File: config.mk
export PLATFORM = sky130hd
export DESIGN_NAME = regfile_wb_arbiter
export DESIGN_NICKNAME = d
export VERILOG_FILES = /design/src/rtl/regfile_wb_arbiter.sv
export SDC_FILE = /design/constraint.sdc
export NUM_CORES = 1
export LEC_CHECK = 0
export CAP_MARGIN = 20
export CORE_AREA = 2 2 99 101
export DETAILED_ROUTE_END_ITERATION = 10
export DIE_AREA = 0 0 101 103
export PLACE_DENSITY = 0.83
export SYNTH_ARGS = -nofsm -noshare
export SYNTH_HDL_FRONTEND = slang
export SYNTH_SLANG_ARGS = --single-unit
File: constraint.sdc
create_clock -name clk -period 5.8 [get_ports clk]
set_input_delay 0.87 -clock clk [delete_from_list [all_inputs] [get_ports clk]]
set_output_delay 0.87 -clock clk [all_outputs]
set_load 0.05 [all_outputs]
File: src/rtl/regfile_wb_arbiter.sv
`default_nettype none
// ============================================================================
//  Module   : regfile_wb_arbiter
//  Purpose  : Shares the register-file write port between the pipeline WB
//             stage and a FIFO-buffered long-latency result stream.
//  Revision : 1.0  initial release
// ============================================================================
module regfile_wb_arbiter #(
    parameter int DATA_WIDTH = 32,
    parameter int FIFO_DEPTH = 2,
    parameter int MAX_WAIT   = 4
) (
    input  logic                  clk,
    input  logic                  reset,
    input  logic                  pipe_wb_valid,
    input  logic [4:0]            pipe_wb_reg,
    input  logic [DATA_WIDTH-1:0] pipe_wb_data,
    input  logic                  lop_valid,
    output logic                  lop_ready,
    input  logic [4:0]            lop_reg,
    input  logic [DATA_WIDTH-1:0] lop_data,
    output logic                  rf_write_enable,
    output logic [4:0]            rf_write_reg,
    output logic [DATA_WIDTH-1:0] rf_write_data,
    output logic                  stall_pipe,
    output logic [31:0]           lop_pending_mask,
    output logic                  protocol_err
);

    localparam int c_IDX_W = $clog2(FIFO_DEPTH);
    localparam int c_PTR_W = c_IDX_W + 1;
    localparam int c_CNT_W = $clog2(MAX_WAIT + 1);

    localparam logic [c_PTR_W-1:0] c_PTR_ONE   = c_PTR_W'(1);
    localparam logic [c_CNT_W-1:0] c_CNT_ONE   = c_CNT_W'(1);
    localparam logic [c_CNT_W-1:0] c_WAIT_MAX  = c_CNT_W'(MAX_WAIT);
    localparam logic [c_CNT_W-1:0] c_WAIT_LAST = c_CNT_W'(MAX_WAIT - 1);

    logic [c_PTR_W-1:0]    r_wr_ptr;
    logic [c_PTR_W-1:0]    r_rd_ptr;
    logic [FIFO_DEPTH-1:0] r_entry_valid;
    logic [4:0]            r_fifo_reg  [FIFO_DEPTH];
    logic [DATA_WIDTH-1:0] r_fifo_data [FIFO_DEPTH];
    logic [c_CNT_W-1:0]    r_wait_cnt;
    logic                  r_stall_pipe;
    logic                  r_protocol_err;

    logic [c_IDX_W-1:0]    w_wr_idx;
    logic [c_IDX_W-1:0]    w_rd_idx;
    logic                  w_empty;
    logic                  w_full;
    logic                  w_pipe_grant;
    logic                  w_pop;
    logic                  w_push;
    logic                  w_cnt_inc;
    logic [31:0]           w_mask;

    assign w_wr_idx = r_wr_ptr[c_IDX_W-1:0];
    assign w_rd_idx = r_rd_ptr[c_IDX_W-1:0];
    assign w_empty  = (r_wr_ptr == r_rd_ptr);
    assign w_full   = (w_wr_idx == w_rd_idx) &&
                      (r_wr_ptr[c_PTR_W-1] != r_rd_ptr[c_PTR_W-1]);

    // x0 writes never occupy the port, leaving the slot to the FIFO head.
    assign w_pipe_grant = !r_stall_pipe && pipe_wb_valid && (pipe_wb_reg != 5'd0);
    assign w_pop        = !w_pipe_grant && !w_empty;

    assign lop_ready = !w_full || w_pop;
    assign w_push    = lop_valid && lop_ready && (lop_reg != 5'd0);

    assign w_cnt_inc = !w_empty && !w_pop && (r_wait_cnt != c_WAIT_MAX);

    always_comb begin
        rf_write_enable = 1'b0;
        rf_write_reg    = r_fifo_reg[w_rd_idx];
        rf_write_data   = r_fifo_data[w_rd_idx];
        if (w_pipe_grant) begin
            rf_write_reg  = pipe_wb_reg;
            rf_write_data = pipe_wb_data;
        end
        if (!reset) begin
            rf_write_enable = w_pipe_grant || w_pop;
        end
    end

    always_ff @(posedge clk or posedge reset) begin
        if (reset) begin
            r_wr_ptr      <= '0;
            r_rd_ptr      <= '0;
            r_entry_valid <= '0;
        end else begin
            if (w_pop) begin
                r_rd_ptr                <= r_rd_ptr + c_PTR_ONE;
                r_entry_valid[w_rd_idx] <= 1'b0;
            end
            // When full, push and pop share one slot; the push must win.
            if (w_push) begin
                r_wr_ptr                <= r_wr_ptr + c_PTR_ONE;
                r_entry_valid[w_wr_idx] <= 1'b1;
            end
        end
    end

    always_ff @(posedge clk) begin
        if (w_push) begin
            r_fifo_reg[w_wr_idx]  <= lop_reg;
            r_fifo_data[w_wr_idx] <= lop_data;
        end
    end

    always_ff @(posedge clk or posedge reset) begin
        if (reset) begin
            r_wait_cnt     <= '0;
            r_stall_pipe   <= 1'b0;
            r_protocol_err <= 1'b0;
        end else begin
            if (w_pop || w_empty) begin
                r_wait_cnt <= '0;
            end else if (w_cnt_inc) begin
                r_wait_cnt <= r_wait_cnt + c_CNT_ONE;
            end

            if (w_pop) begin
                r_stall_pipe <= 1'b0;
            end else if (w_cnt_inc && (r_wait_cnt == c_WAIT_LAST)) begin
                r_stall_pipe <= 1'b1;
            end

            if (r_stall_pipe && pipe_wb_valid) begin
                r_protocol_err <= 1'b1;
            end
        end
    end

    always_comb begin
        w_mask = '0;
        for (int i = 0; i < FIFO_DEPTH; i++) begin
            if (r_entry_valid[i]) begin
                w_mask[r_fifo_reg[i]] = 1'b1;
            end
        end
    end

    assign stall_pipe       = r_stall_pipe;
    assign protocol_err     = r_protocol_err;
    assign lop_pending_mask = w_mask;

endmodule
`default_nettype wire

# Word-level counts from Yosys, hierarchy flattened
# Memories as Yosys holds them, arrays and structs flattened.
# Index checks and enable logic that the tools add are counted.
# totals
regBits	11
ram_bits	74
out_inout_bits	73
n_memories	2
# op_classes
addsub	3
magnitude_cmp	8
n_eq_ne	5
n_mux	21
bitwise_logic	4
reduce_logical	26
# memory_table
memory	words	word_bits	rd	rd_clocked_by_memory_dff	write_ports	line_no	text
r_fifo_data	2	32	1	0	1	43	logic [DATA_WIDTH-1:0] r_fifo_data [FIFO_DEPTH];
r_fifo_reg	2	5	3	0	1	42	logic [4:0] r_fifo_reg [FIFO_DEPTH];
# op_table
cell	count
2-to-1 mux 32 bit	3
OR 32 bit	1
logical AND 1 bit	14
< comparator 5 x 6 -> 1 bit, second input constant	2
demux 1 bit (select 5 bit)	2
>= comparator 5 x 1 -> 1 bit, second input constant	2
nonzero test 5 bit	2
2-to-1 mux 1 bit	9
2-to-1 mux 3 bit	2
logical NOT 1 bit	5
2-to-1 mux 5 bit	1
adder 2 x 1 -> 2 bit, second input constant	2
< comparator 1 x 2 -> 1 bit, second input constant	2
2-to-1 mux 2 bit	2
nonzero test 2 bit	2
adder 3 x 1 -> 3 bit, second input constant	1
== test 3 x 2 -> 1 bit, second input constant	1
logical OR 1 bit	3
!= test 3 bit, second input constant	1
bitwise AND 2 bit	1
demux 1 bit (select 1 bit)	2
== test 2 bit	1
>= comparator 1 bit, second input constant	2
NOT 2 bit	1
other kinds (3)	3

# Logic depth before layout (Yosys ltp)
# Gate-level depths: netlist of the first run.
# logic_depth
depth_word	11
mapped_depth	7

# Least setup slack after synthesis of the first run
# OpenSTA, ideal clock, no wires.
# synth_timing
path_kind	input -> register
from	input pipe_wb_reg[1]
to	memory r_fifo_data[0][0], enable pin
arrival_ps	4502
setup_slack_ps	810
path_stages	3
path_buffers	0
cell_sequence	or4_4 -> o211a_1 -> a211oi_1
# synth_via
elab_chain_cells	9
# synth_lines
item	line_no	text
start: declaration	16	input logic [4:0] pipe_wb_reg,
nonzero test 5 bit	65	assign w_pipe_grant = !r_stall_pipe && pipe_wb_valid && (pipe_wb_reg != 5'd0);
logical AND 1 bit	65	
logical NOT 1 bit	66	assign w_pop = !w_pipe_grant && !w_empty;
logical AND 1 bit	66	
logical OR 1 bit	68	assign lop_ready = !w_full || w_pop;
logical AND 1 bit (2 in series)	69	assign w_push = lop_valid && lop_ready && (lop_reg != 5'd0);
2-to-1 mux 1 bit	105	if (w_push) begin
2-to-1 mux 1 bit (not written as such)	107	r_fifo_data[w_wr_idx] <= lop_data;
end: declaration	43	
# No other way between the ends.

# Worst setup path after layout of the first run
# layout_timing
from	input pipe_wb_valid
to	output rf_write_data[3]
# layout_via
elab_chain_cells	3
# layout_lines
item	line_no	text
start: declaration	15	input logic pipe_wb_valid,
logical AND 1 bit (2 in series)	65	
2-to-1 mux 32 bit	77	if (w_pipe_grant) begin
end: declaration	24	output logic [DATA_WIDTH-1:0] rf_write_data,
# No other way between the ends.

==> flow_metrics.py, run 1 <==
metrics = {
    "pwr": {
        "power.density_mw_per_mm2": 431,
        "leakagePower_nw": 2.10,
        "fin_total_pwr_mw": 2.53,
        "vdd_drop_max_v": 0.000188,
    },
    "die": {
        "initial_core_util_pct": 43.2,
        "dieArea_mm2": 0.0104,
        "die_h_um": 103,
        "fp-row-count": 36,
        "die_w_um": 101,
        "core_mm2": 0.00946,
        "io_pins": 151,
    },
    "worst_setup_path": {
        "worst-endpoint-required_ps": 4930,
        "path_delay_family": "buffers and inverters",
        "crit_path_end_kind": "output port",
        "cp_max_fo": 64,
        "worst_ep_arrival_time_ps": 3470,
        "cp_slowest_cell": "clkdlybuf4s50_1",
        "cp_num_buf_inv": 3,
        "cp_common_cell": "clkdlybuf4s50_1",
        "start_kind": "input port",
        "max_stage_delay_ps": 850,
        "crit_type": "input port to output port",
        "crit_chain": "clkdlybuf4s50_1, nor2b_1, o21a_2, buf_12, nand2_1, o21ai_0, clkdlybuf4s50_1",
    },
    "cts": {
        "numCtsBuffers": 9,
        "clk_latency_ps": 350,
        "clockBufferDepth": 2,
        "clock_sinks": 85,
        "cts_resized": 0,
        "clk_pin_slew_ps": 80,
        "cts_tree": "done",
        "htree_levels": 3,
        "postCtsHoldBufs": 0,
        "cts-root-buf": "clkbuf_8",
        "postCtsSetupBuffers": 0,
    },
    "grt": {
        "grt_pass1_vias": 3012,
        "antenna_found_initial": 0,
        "overflow": 0,
        "grt_util_met1_pct": 21.2,
        "grt_use_met3_pct": 4.20,
        "gr-usage-met2_pct": 32.4,
        "grt_pass1_wl_um": 14500,
        "grt_max_degree": 74,
        "top_usage_layer": "met2",
        "grt_usage_pct": 17.9,
    },
    "routing": {
        "viasPerCell": 5.47,
        "detail_route.iter0.violations": 95,
        "ant_nets": 0,
        "drc": 0,
        "vias": 3243,
        "drt-pass1-iter-count": 5,
        "wl_um": 9350,
        "wl_per_cell_um": 15.8,
    },
    "synthesis": {
        "synth_top_area_cell": "edfxtp_1",
        "yosysUniqueCellTypes": 40,
        "synth_ff_type": "edfxtp_1",
        "synthCells": 335,
        "ys_ff_latch": 85,
        "synthTopCellsByArea": "edfxtp_1 54%, mux2i_1 9.5%, dfrtp_1 6.7%, o22ai_1 4.9%, o21ai_0 4.3%",
        "syn_avg_cell_area_um2": 12.2,
        "ys_async_sr_fraction_pct": 12.9,
        "yosys_warnings": 0,
        "synth_top_area_share_pct": 54.3,
        "synthesis.area_mm2": 0.00409,
        "ys_seq_area_share_pct": 61.1,
        "synth_enable_flop_cells": 74,
        "syn-num-nets": 416,
    },
    "finish": {
        "largest_reg_flops": 64,
        "final_common_cell": "clkdlybuf4s50_1",
        "layout_common_cells": "150 x clkdlybuf4s50_1, 74 x edfxtp_1, 45 x nand2_1",
        "post_route_cells_drive_above_1_share_pct": 6.47,
        "area_delta_synth_final_pct": 43.7,
        "n_fill_cell": 746,
        "antenna_cells": 0,
        "fin_nets": 556,
        "final_cell_count_no_fill": 593,
    },
    "sta": {
        "hold_slack_ps": 463,
        "setup_tns_ps": 0,
        "rsz0062_at_grt": "no",
        "finalHoldViolCount": 0,
        "worst_clock_skew_ps": 12.3,
        "relSlewSlack_pct": 56.3,
        "timing.final.crit_share_pct": 74.8,
        "worstMarginPinSlew_ps": 656,
        "setup-violations-final": 0,
        "timing.fmax_mhz": 230,
        "min_period_ps": 4340,
        "final_max_slew_viol_count": 0,
    },
    "placed_design": {
        "port_buffers": 150,
        "gp_congestion": 0.839,
        "dp.cells": 577,
        "dp_hpwl_um": 6640,
    },
    "hold_path": {
        "hold_class": "register to register",
    },
    "job": {
        "cap_violations": 0,
    },
    "status": {
        "status": "finished, final reports clean",
    },
}
power by group:
part	internal [mW]	leakage, nW	switching (mW)
sequential	0.838	0.828	0.0958
clock	0.242	0.103	0.200
combinational	0.420	1.17	0.737
logic make-up (layout without fill, tap and decap cells):
logic type / count (synthesis) / in the layout / share of synthesized area, %
simple gates: 82 / 82 / 10.2
xor+xnor: 5 / 5 / 1.07
fa+ha+maj: 3 / 3 / 0.918
mux: 39 / 39 / 9.54
flops: 85 / 85 / 61.1
compound gates: 90 / 90 / 13.3
buf+inv: 31 / 175 / 3.88
through the flow:
| stage | setup WS, ps | cell area [um2] | utilization, % |
|---|---|---|---|
| after floorplan | 810 | 4090 | - |
| after global placement | 1120 | 5650 | 59.7 |
| after detailed placement | 947 | 5650 | 59.7 |
| after CTS | 906 | 5860 | 61.9 |
| after global routing | 1290 | 5880 | 62.2 |
| final | 1460 | 5880 | 62.2 |
worst register-to-register path, cell delays in order, from the launching register on:
cell and delay [ps]:
dfrtp_2 480, buf_4 580, inv_1 240, a211oi_4 230
buf_4 480
synthesized netlist by cell type, types with 5 or more instances:
| master | number |
|---|---|
| edfxtp_1 | 74 |
| nand2_1 | 45 |
| mux2i_1 | 39 |
| o21ai_0 | 35 |
| o22ai_1 | 32 |
| clkbuf_1 | 16 |
| dfrtp_1 | 11 |
| nand3b_1 | 10 |
| nand3_1 | 7 |
| inv_1 | 6 |
| buf_6 | 5 |
| or3b_2 | 5 |
path summary, 6_finish.rpt:
check                                                to  slack [ps]                startpoint  depth (start not counted)
min reg2reg                    protocol_err$_DFFE_PP0P_         460  protocol_err$_DFFE_PP0P_                          1
max                                    rf_write_data[3]        1460             pipe_wb_valid                          7
min in group asynchronous        stall_pipe$_DFFE_PP0P_         860                     reset                          2
min                            protocol_err$_DFFE_PP0P_         460  protocol_err$_DFFE_PP0P_                          1
max in group asynchronous       r_rd_ptr[0]$_DFFE_PP0N_        4620                     reset                          2
max reg2reg                r_fifo_data[0][15]$_DFFE_PP_        3420   r_rd_ptr[0]$_DFFE_PP0N_                          4
cell type report:
type | count | area (um2) | area share, %
Clock buffer | 10 | 128 | 2.17
Multi-Input combinational cell | 219 | 1460 | 24.8
Timing Repair Buffer | 154 | 1540 | 26.3
Clock inverter | 5 | 85.1 | 1.45
Tap cell | 114 | 143 | 2.43
Sequential cell | 85 | 2500 | 42.5
Inverter | 6 | 22.5 | 0.383
per-layer routing:
layer	up-vias	wire length [um]
li1	1553	-
met1	1537	3690
met2	143	4880
met3	10	684
met4	0	89
met5	-	0
Note: power is estimated with default switching activity, not from simulation.
==> inputs of run 2 (changes only) <==
--- a/config.mk
+++ b/config.mk
@@ -6,10 +6,10 @@
 export NUM_CORES = 1
 export LEC_CHECK = 0
 export CAP_MARGIN = 20
-export CORE_AREA = 2 2 99 101
+export CORE_AREA = 2 2 105 107
 export DETAILED_ROUTE_END_ITERATION = 10
-export DIE_AREA = 0 0 101 103
-export PLACE_DENSITY = 0.83
+export DIE_AREA = 0 0 107 109
+export PLACE_DENSITY = 0.78
 export SYNTH_ARGS = -nofsm -noshare
 export SYNTH_HDL_FRONTEND = slang
 export SYNTH_SLANG_ARGS = --single-unit
==> constraint.sdc (replaced) <==
create_clock -name clk -period 3.86 [get_ports clk]
set_input_delay 0.579 -clock clk [delete_from_list [all_inputs] [get_ports clk]]
set_output_delay 0.579 -clock clk [all_outputs]
set_load 0.05 [all_outputs]
==> run 2 against run 1 <==
  * Count of clock-buffer cells in the layout down 1
  * Sequential cell count did not move
  * Clock skew shrank 4.1 ps
  * First-iteration DRC count grew 140%
  * Combinational power grew 44%
  * Non-clock buffer count stayed put
  * Die area grew 12%
  * Global-route usage fell by 1.3 points
  * Core utilization down 7.6 points
  * Power up 46%
  * Hold slack got worse by 2.5 ps
  * Critical path type unchanged
==> flow_metrics.py, run 2 (synthesized netlist as in run 1, its figures left out) <==
metrics = {
    "die": {
        "dieArea_mm2": 0.0117,
        "initial_core_util_pct": 38.6,
        "die_h_um": 109,
        "core_mm2": 0.0106,
        "die_w_um": 107,
        "io_pins": 151,
        "fp-row-count": 38,
    },
    "pwr": {
        "vdd_drop_max_v": 0.000451,
        "power.density_mw_per_mm2": 638,
        "leakagePower_nw": 2.12,
    },
    "cts": {
        "htree_levels": 3,
        "clock_sinks": 85,
        "cts_tree": "done",
        "clk_latency_ps": 350,
        "postCtsHoldBufs": 0,
        "clockBufferDepth": 2,
        "numCtsBuffers": 9,
        "clk_pin_slew_ps": 80,
        "cts_resized": 0,
        "cts-root-buf": "clkbuf_8",
        "postCtsSetupBuffers": 0,
    },
    "worst_setup_path": {
        "reg2reg_depth": 4,
        "crit_chain": "clkdlybuf4s50_1, nor2b_1, o21a_2, buf_4, nand2_1, o21ai_0, buf_4",
        "cp-startpoint": "pipe_wb_valid",
        "worst-endpoint-required_ps": 3280,
        "timing.rr.start": "r_rd_ptr[0]$_DFFE_PP0N_",
        "cp_common_cell": "buf_4",
        "cp_num_buf_inv": 3,
        "start_kind": "input port",
        "path_delay_family": "buffers and inverters",
        "crit_cells": 7,
        "cp_slowest_cell": "buf_4",
        "max_stage_delay_ps": 500,
        "crit_type": "input port to output port",
        "worst_ep_arrival_time_ps": 2830,
        "cp_max_fo": 68,
        "crit_path_end_kind": "output port",
    },
    "finish": {
        "n_fill_cell": 902,
        "largest_reg_flops": 64,
        "layout_common_cells": "118 x clkdlybuf4s50_1, 74 x edfxtp_1, 45 x nand2_1",
        "area_delta_synth_final_pct": 41.5,
        "antenna_cells": 0,
        "final_common_cell": "clkdlybuf4s50_1",
        "fin_nets": 556,
        "fin_area_mm2": 0.00579,
        "multi_input_area_mm2": 0.00146,
        "post_route_cells_drive_above_1_share_pct": 12.9,
        "regArea_mm2": 0.00250,
    },
    "grt": {
        "grt_pass1_wl_um": 15100,
        "antenna_found_initial": 0,
        "grt_max_degree": 69,
        "overflow": 0,
        "grt_pass1_vias": 3167,
        "grt_usage_pct": 16.6,
    },
    "hold_path": {
        "min_from": "protocol_err$_DFFE_PP0P_",
        "hold_class": "register to register",
        "hold_depth": 1,
    },
    "sta": {
        "worstMarginPinSlew_ps": 589,
        "setup_tns_ps": 0,
        "relSlewSlack_pct": 60.8,
        "timing.fmax_mhz": 293,
        "worst_clock_skew_ps": 8.22,
        "rsz0062_at_grt": "no",
        "timing.final.crit_share_pct": 88.3,
        "min_period_ps": 3410,
        "setup-violations-final": 0,
        "finalHoldViolCount": 0,
        "hold_slack_ps": 460,
        "final_max_slew_viol_count": 0,
    },
    "routing": {
        "ant_nets": 0,
        "drt-pass1-iter-count": 4,
        "wl_um": 9700,
        "vias": 3208,
        "detail_route.iter0.violations": 228,
        "wl_per_cell_um": 15.7,
        "drc": 0,
        "viasPerCell": 5.18,
    },
    "placed_design": {
        "port_buffers": 150,
        "gp_congestion": 0.913,
        "placed_area_mm2": 0.00561,
        "dp_hpwl_um": 7060,
    },
    "job": {
        "cap_violations": 0,
    },
    "status": {
        "status": "finished, final reports clean",
    },
}
## run 2: power breakdown
part           leakage, nW  internal [mW]  switching, mW
Sequential           0.828           1.26          0.177
Clock               0.0899          0.289          0.293
Combinational         1.20          0.594           1.08
Total                 2.12           2.14           1.55
## run 2: final timing paths
path,slack (ps),to
max,450,rf_write_data[0]
min,460,protocol_err$_DFFE_PP0P_
max reg2reg,1250,r_fifo_data[0][4]$_DFFE_PP_
min reg2reg,460,protocol_err$_DFFE_PP0P_
max in group asynchronous,2990,r_rd_ptr[0]$_DFFE_PP0N_
min in group asynchronous,550,r_wait_cnt[2]$_DFFE_PP0P_
## run 2: cell type report
type                    instances  area share [%]
clock buffers                   9            2.14
clock inverters                 6           0.952
inverters                       6           0.389
multi-input cells             219            25.2
flip-flops and latches         85            43.2
well taps                     140            3.03
repair buffers                154            25.1
## run 2: layer usage
layer  track usage, %  up-vias  routed length, um
met1             19.4     1511               3970
met5                0        -                  0
li1                 -     1553                  -
met4             6.31        0                141
met3             3.11       12                597
met2             30.3      132               4990
## run 2: per-stage QoR
stage | setup slack [ps] | utilization (%) | std cells | total power, mW
after detailed placement | 454 | 52.9 | 604 | 3.14
final | 452 | 54.6 | 619 | 3.69
after global placement | 498 | 52.9 | 604 | 3.09
after CTS | 438 | 54.6 | 619 | 3.73
after floorplan | 166 | - | 335 | 2.61
after global routing | 221 | 54.6 | 619 | 3.89
==> inputs of run 3 (changes only) <==
--- a/config.mk
+++ b/config.mk
@@ -9,7 +9,7 @@
 export CORE_AREA = 2 2 105 107
 export DETAILED_ROUTE_END_ITERATION = 10
 export DIE_AREA = 0 0 107 109
-export PLACE_DENSITY = 0.78
+export PLACE_DENSITY = 0.74
 export SYNTH_ARGS = -nofsm -noshare
 export SYNTH_HDL_FRONTEND = slang
 export SYNTH_SLANG_ARGS = --single-unit
==> run 3 against run 2 <==
  * Wire length grew 0.37%
  * Clock skew grew 1.9 ps
  * Via count grew 1.4%
  * Count of clock-buffer cells in the layout grew 1
  * Critical path depth shrank 2
  * Global-route usage shrank 0.51 points
  * Hold slack lost 3.9 ps
  * Sequential share of layout area shrank 0.77 points
  * Combinational power grew 4%
==> flow_metrics.py, run 3 (synthesized netlist as in run 1, its figures left out) <==
metrics = {
    "status": {
        "status": "finished, final reports clean",
    },
    "sta": {
        "worst_clock_skew_ps": 10.1,
        "relSlewSlack_pct": 63.6,
        "timing.fmax_mhz": 285,
        "timing.final.crit_share_pct": 90.8,
        "rsz0062_at_grt": "no",
        "setup-violations-final": 0,
        "setup_tns_ps": 0,
        "min_period_ps": 3500,
        "hold_slack_ps": 457,
        "worstMarginPinSlew_ps": 546,
        "final_max_slew_viol_count": 0,
        "finalHoldViolCount": 0,
    },
    "finish": {
        "fin_nets": 558,
        "fin_area_mm2": 0.00589,
        "layout_common_cells": "120 x clkdlybuf4s50_1, 74 x edfxtp_1, 45 x nand2_1",
        "final_common_cell": "clkdlybuf4s50_1",
        "n_fill_cell": 925,
        "antenna_cells": 0,
        "post_route_cells_drive_above_1_share_pct": 13.1,
        "largest_reg_flops": 64,
        "area_delta_synth_final_pct": 44.0,
    },
    "routing": {
        "wl_per_cell_um": 15.7,
        "viasPerCell": 5.23,
        "ant_nets": 0,
        "drc": 0,
        "vias": 3254,
        "detail_route.iter0.violations": 208,
        "drt-pass1-iter-count": 4,
        "wl_um": 9740,
    },
    "grt": {
        "antenna_found_initial": 0,
        "grt_max_degree": 59,
        "grt_pass1_vias": 3161,
        "overflow": 0,
        "grt_usage_pct": 16.1,
        "grt_pass1_wl_um": 14600,
    },
    "worst_setup_path": {
        "start_kind": "input port",
        "crit_type": "input port to output port",
        "r2r_setup_slack_ps": 1830,
        "reg2reg_depth": 4,
        "crit_path_end_kind": "output port",
        "worst-endpoint-required_ps": 3280,
        "worst_ep_arrival_time_ps": 2930,
        "cp_max_fo": 16,
    },
    "job": {
        "cap_violations": 0,
    },
    "cts": {
        "clk_latency_ps": 350,
        "cts_tree": "done",
        "postCtsHoldBufs": 0,
        "clk_pin_slew_ps": 70,
        "cts_resized": 0,
        "cts-root-buf": "clkbuf_8",
        "clock_sinks": 85,
        "htree_levels": 3,
        "numCtsBuffers": 9,
        "clockBufferDepth": 2,
        "postCtsSetupBuffers": 0,
    },
    "die": {
        "fp-row-count": 38,
        "initial_core_util_pct": 38.6,
        "io_pins": 151,
        "die_w_um": 107,
        "core_mm2": 0.0106,
        "die_h_um": 109,
        "dieArea_mm2": 0.0117,
    },
    "placed_design": {
        "gp_congestion": 0.838,
        "port_buffers": 150,
        "dp_hpwl_um": 6990,
        "placed_area_mm2": 0.00568,
    },
    "hold_path": {
        "hold_class": "register to register",
        "hold_depth": 1,
    },
    "pwr": {
        "leakagePower_nw": 2.16,
        "power.density_mw_per_mm2": 650,
        "vdd_drop_max_v": 0.000403,
    },
}
[run 3: cell count changes in the layout (fill, tap and decap cells not counted), sizes merged]
cell / previous run / this run
bufinv: 1 / 2
inv: 6 / 7
clkbuf: 9 / 10
clkinvlp: 1 / 0
clkdlybuf4s50: 118 / 120
clkinv: 4 / 3
[run 3: metrics by stage]
| stage | std cells | power [mW] | utilization, % | setup WS (ps) |
|---|---|---|---|---|
| CTS | 622 | 3.87 | 55.6 | 345 |
| global route | 622 | 4.02 | 55.6 | 269 |
| floorplan | 335 | 2.61 | - | 166 |
| detailed placement | 606 | 3.19 | 53.5 | 352 |
| global placement | 606 | 3.15 | 53.5 | 392 |
| finish | 622 | 3.83 | 55.6 | 355 |
[run 3: critical path, stage by stage]
cell and delay (ps):
clkdlybuf4s50_1 420, or4_4 560, o21a_2 320, o21ai_0 210, clkdlybuf4s50_1 830
[run 3: final cells by class]
class | count | area [um2] | share of cell area, %
flip-flops and latches | 85 | 2500 | 42.4
clock buffers | 10 | 128 | 2.17
multi-input cells | 219 | 1460 | 24.8
well taps | 140 | 175 | 2.97
inverters | 6 | 22.5 | 0.382
repair buffers | 156 | 1520 | 25.8
clock inverters | 6 | 86.3 | 1.47
[run 3: where the power goes]
part	total [mW]	switching, mW	internal, mW
sequential	1.42	0.163	1.26
combinational	1.73	1.11	0.626
clock	0.673	0.308	0.365
total	3.83	1.58	2.25
[run 3: path summary, 6_finish.rpt]
kind / startpoint / end
setup / recovery: pipe_wb_reg[1] / rf_write_reg[0]
hold / removal: protocol_err$_DFFE_PP0P_ / protocol_err$_DFFE_PP0P_
setup reg to reg: r_rd_ptr[1]$_DFFE_PP0N_ / r_fifo_data[0][1]$_DFFE_PP_
hold reg to reg: protocol_err$_DFFE_PP0P_ / protocol_err$_DFFE_PP0P_
max in group asynchronous: reset / r_rd_ptr[0]$_DFFE_PP0N_
min in group asynchronous: reset / r_entry_valid[0]$_DFF_PP0_
[run 3: metal layers]
layer	vias up	track usage [%]	part of all wire, %
met3	10	4.84	8.0
met4	0	5.75	1.2
li1	1565	-	-
met5	-	0	0
met2	144	27.8	49
met1	1535	19.1	42
